## src/rtl/chatter_filter_multi.sv

```systemverilog
// Multi-channel switch debouncer: 2-flop sync, shared sample tick, per-channel
// DEPTH-deep history filtered by OR / AND / hysteresis, with rise/fall pulses.
module chatter_filter_multi #(
  parameter int CH           = 4,
  parameter int CLK_PER_TICK = 50000,
  parameter int DEPTH        = 4,
  parameter int MODE         = 0
) (
  input  logic          clock,
  input  logic          reset_n,
  input  logic [CH-1:0] SW,
  output logic [CH-1:0] SSW,
  output logic [CH-1:0] RISE,
  output logic [CH-1:0] FALL,
  output logic          TICK
);

  localparam int CW = (CLK_PER_TICK > 1) ? $clog2(CLK_PER_TICK) : 1;
  localparam logic [CW-1:0] CNT_LAST = CW'(CLK_PER_TICK - 1);
  localparam logic [CW-1:0] CNT_PRE  = CW'(CLK_PER_TICK - 2);

  logic [CW-1:0] r_cnt;
  logic          r_tick;
  logic [CH-1:0] r_sync1;
  logic [CH-1:0] r_sync2;
  logic [CH-1:0] r_ssw;
  logic [CH-1:0] r_rise;
  logic [CH-1:0] r_fall;
  logic [CH-1:0] w_f;
  logic          w_wrap;
  logic          w_shift;

  assign w_wrap  = (r_cnt == CNT_LAST);
  // History shifts on the edge that brings the counter to its last value, so the
  // filtered level lands in the same cycle as the registered TICK.
  assign w_shift = (r_cnt == CNT_PRE);

  always_ff @(posedge clock or negedge reset_n) begin
    if (!reset_n) begin
      r_cnt  <= '0;
      r_tick <= 1'b0;
    end else begin
      r_cnt  <= w_wrap ? '0 : r_cnt + 1'b1;
      r_tick <= w_wrap;
    end
  end

  always_ff @(posedge clock or negedge reset_n) begin
    if (!reset_n) begin
      r_sync1 <= '0;
      r_sync2 <= '0;
    end else begin
      r_sync1 <= SW;
      r_sync2 <= r_sync1;
    end
  end

  genvar gi;
  generate
    for (gi = 0; gi < CH; gi++) begin : g_ch
      logic [DEPTH-1:0] r_hist;

      always_ff @(posedge clock or negedge reset_n) begin
        if (!reset_n) begin
          r_hist <= '0;
        end else if (w_shift) begin
          r_hist <= {r_hist[DEPTH-2:0], r_sync2[gi]};
        end
      end

      // Mixed history keeps the current output in hysteresis mode.
      if (MODE == 1) begin : g_and
        assign w_f[gi] = &r_hist;
      end else if (MODE == 2) begin : g_hyst
        assign w_f[gi] = (&r_hist) | ((|r_hist) & r_ssw[gi]);
      end else begin : g_or
        assign w_f[gi] = |r_hist;
      end
    end
  endgenerate

  always_ff @(posedge clock or negedge reset_n) begin
    if (!reset_n) begin
      r_ssw  <= '0;
      r_rise <= '0;
      r_fall <= '0;
    end else begin
      r_ssw  <= w_f;
      r_rise <= w_f & ~r_ssw;
      r_fall <= ~w_f & r_ssw;
    end
  end

  assign SSW  = r_ssw;
  assign RISE = r_rise;
  assign FALL = r_fall;
  assign TICK = r_tick;

endmodule

```

## config.mk

```make
export PLATFORM = sky130hd
export DESIGN_NAME = chatter_filter_multi
export DESIGN_NICKNAME = d
export VERILOG_FILES = /design/src/rtl/chatter_filter_multi.sv
export SDC_FILE = /design/constraint.sdc
export NUM_CORES = 1
export LEC_CHECK = 0
export ABC_AREA = 1
export CAP_MARGIN = 30
export CELL_PAD_IN_SITES_DETAIL_PLACEMENT = 1
export CELL_PAD_IN_SITES_GLOBAL_PLACEMENT = 1
export CORE_MARGIN = 2
export CORE_UTILIZATION = 25
export CTS_BUF_LIST = sky130_fd_sc_hd__clkbuf_4 sky130_fd_sc_hd__clkbuf_8
export DETAILED_ROUTE_END_ITERATION = 7
export PLACE_DENSITY = 0.53
export SLEW_MARGIN = 15
export SYNTH_ARGS = -nofsm -noshare
export SYNTH_HDL_FRONTEND = slang
export SYNTH_SLANG_ARGS = --single-unit
```

## constraint.sdc

```tcl
create_clock -name clock -period 2.02 [get_ports clock]
set_input_delay 0.404 -clock clock [delete_from_list [all_inputs] [get_ports clock]]
set_output_delay 0.404 -clock clock [all_outputs]
set_load 0.05 [all_outputs]
```

==> summary.md, run 1 <==
| Metric | Value |
|---|---|
| Hold WC Path Type | primary input to asynchronous set/reset pin |
| Layout Nets | 271 |
| Via count | 1559 |
| Tcrit/Tclk final | 95.1% |
| Initial antenna violation count | 0 |
| Fraction of layout cells with a size suffix above 1 | 6.82% |
| Initial core utilization | 25.4% |
| Routed len/inst | 11.8 µm |
| Total congestion overflow | 0 |
| Clock Tree Buf Depth | 2 |
| Post-route insts no fill | 372 |
| Vias in the first global route | 1637 |
| Initial DRC count | 78 |
| Startpoint class of the critical path | register |
| Clock Skews | 0.0101 ns |
| MaxCap Viol Count | 0 |
| P&R area growth vs syn | 19.9% |
| Critical-path cell list | clkdlybuf4s50_1 |
| Clk slew on worst S/H paths | 0.10 ns |
| XOR/XNOR Fraction of Synth Area | 3.21% |
| Post-CTS setup buffer count | 0 |
| Gpl congestion | 0.751 |
| Pre-CTS WS | 0.435 ns |
| CP Depth | 1 |
| CTS H-tree depth | 2 |
| DP Area | 2500 µm² |
| Cell count after placement | 364 |
| Routed Wire Length | 4390 µm |
| CP Max Fanout | 3 |
| Post-synthesis mux area share | 0% |
| I/O Buffers | 18 |
| Worst Setup Slack, final | 0.0994 ns |
| Root Driver | clkbuf_8 |
| Post-synthesis adder-cell area fraction | 1.15% |
| Cell Rows | 34 |
| Complex-gate fraction of the synthesized area | 1.72% |
| WP data required | 1.62 ns |
| Pleak | 1.42 nW |
| Drt drc | 0 |
| Max Slew Vio Count | 0 |
| Pwr Total | 1.85 mW |
| Crit path buf inv count | 1 |
| Tot GR Track Use | 10.3% |
| Post-Syn Instances | 238 |
| Final HPWL DP | 3160 µm |
| Status | finished, final reports clean |
| Main combinational cell family by area after synthesis | simple AND/OR/NAND/NOR gates |
| # setup viols final | 0 |
| Synth warnings | 0 |
| Fin util | 30.5% |
| Post-route ant nets | 0 |
| Hold_buf cts | 0 |
| Min cycle time layout | 1.92 ns |
| # fillers | 1003 |
| Core Box Area | 8590 µm² |
| DIE WIDTH | 97.5 µm |
| Vias per inst | 4.19 |
| Largest net degree at the start of global routing | 38 |
| Arrival @ worst endpoint | 1.52 ns |
| Clock Sinks | 53 |
| Die height | 97.5 µm |
| PD cells | 705 nW/µm² |
| Post-route setup TNS | 0 ns |
| Fmax achieved | 521 MHz |
| Finished layout cell area | 2620 µm² |
| Worst reg2reg startpoint | r_cnt[0]$_DFF_PN0_ |
| Mapped Avg Cell Area | 9.17 µm² |
| Post-synthesis net count | 246 |
| CP max stage cell | clkdlybuf4s50_1 |
| Ant. Diodes | 0 |
| Synth Cell Area | 2180 µm² |
| Worst-Skew Late Latency | 0.31 ns |
| Critical path's top delay family | buffers and inverters |
| # resized after CTS | 0 |
| First-pass GRT wire length | 7860 µm |
| Setup crit end kind | output port |
| Hold Fails Final Rpt | 0 |
| Critical path class | register to output port |
| Worst reg2reg path depth | 7 |
| Total CTS buffers | 5 |
| Synth Register Bits | 53 |
| Sequential fraction of the synthesis area | 60.7% |
| RSZ-0062 raised after global routing | no |
| Post-synth cell types | 21 |
| Worst vdd ir | 0.253 mV |
| Post-Synth Simple-Gate Area | 27.3% |
| Worst Hold Slack | 0.0260 ns |
| CP max stage delay | 0.81 ns |
| Worst setup startpoint | SSW[2]$_DFF_PN0_ |
| CTS tree | done |
| Slew @ Worst Pin | 0.505 ns |
| IO Pins | 19 |
| Die Area | 9500 µm² |
| Slew HR | 66.2% |
| DRT Pass-1 Iters | 4 |
## report_power, final
part	internal, mW	leakage [nW]	switching, mW	total [mW]
logic	0.0112	0.657	0.0217	0.0329
clock network	0.372	0.0585	0.370	0.742
registers	1.07	0.708	0.00214	1.07
## path summary, 6_finish.rpt
path	slack, ns	to
max in group asynchronous	1.46	RISE[1]$_DFF_PN0_
min reg2reg	0.36	r_sync2[1]$_DFF_PN0_
min in group clock	0.36	r_sync2[1]$_DFF_PN0_
min	0.03	r_cnt[13]$_DFF_PN0_
max reg2reg	0.44	g_ch[1].r_hist[1]$_DFFE_PN0N_
max	0.1	SSW[2]
## layout make-up
cell class | instances | area [µm²] | share of cell area, %
clock buffers | 5 | 68.8 | 2.63
repair buffers | 21 | 210 | 8.03
flip-flops and latches | 53 | 1330 | 50.7
multi-input cells | 154 | 728 | 27.8
clock inverters | 3 | 43.8 | 1.67
inverters | 28 | 105 | 4.02
well taps | 108 | 135 | 5.16
## state kept, by name, indices dropped and copies added, names as in the netlist
| register | count |
|---|---|
| FALL | 4 |
| r_sync1 | 4 |
| r_cnt | 16 |
| r_sync2 | 4 |
| RISE | 4 |
| TICK | 1 |
| SSW | 4 |
| g_ch.r_hist | 16 |
## Yosys cell counts
library cell	count	area, µm²
nor2_4	1	11.3
buf_4	1	7.51
ha_1	2	25.0
nor2_2	1	6.26
xnor2_1	1	8.76
nand2_4	1	11.3
inv_1	26	97.6
nand4_1	3	18.8
nor2b_1	2	12.5
buf_6	1	11.3
buf_2	1	5.00
inv_2	2	7.51
nor2_1	35	131
xor2_1	7	61.3
a21oi_1	5	25.0
o21bai_1	1	7.51
dfrtp_1	53	1330
nor3b_4	1	18.8
nand3_1	29	145
nand2_1	64	240
o21ai_0	1	5.00
## layer usage
layer	global-route usage (%)	wire (µm)
met2	15.4	1890
met5	0	0
met1	14.3	2280
met4	4.49	94
met3	2.16	123
## cells by family after synthesis
group / after synthesis
and+or+nand+nor: 137
buffers and inverters: 31
DFF: 53
AOI/OAI and AO/OA: 7
adders and majority gates: 2
xor gates and xnor gates: 8
## placed cells by master (no fill, tap or decap), types with 3 or more instances in the layout
cell type / synthesis / layout
xor2_1: 7 / 7
nand2_1: 64 / 64
nand4_1: 3 / 3
clkdlybuf4s50_1: 0 / 17
nand3_1: 29 / 29
dfrtp_1: 53 / 53
clkbuf_8: 0 / 5
a21oi_1: 5 / 5
inv_1: 26 / 26
nor2_1: 35 / 35
(Power assumes the default switching activity.)
==> run 2, diff against run 1 <==
- CTS_CLUSTER_SIZE: unset -> 24
- GPL_TIMING_DRIVEN: unset -> 1
==> results of run 2 <==
No change in the layout: final DEF, timing and power equal those of run 1.
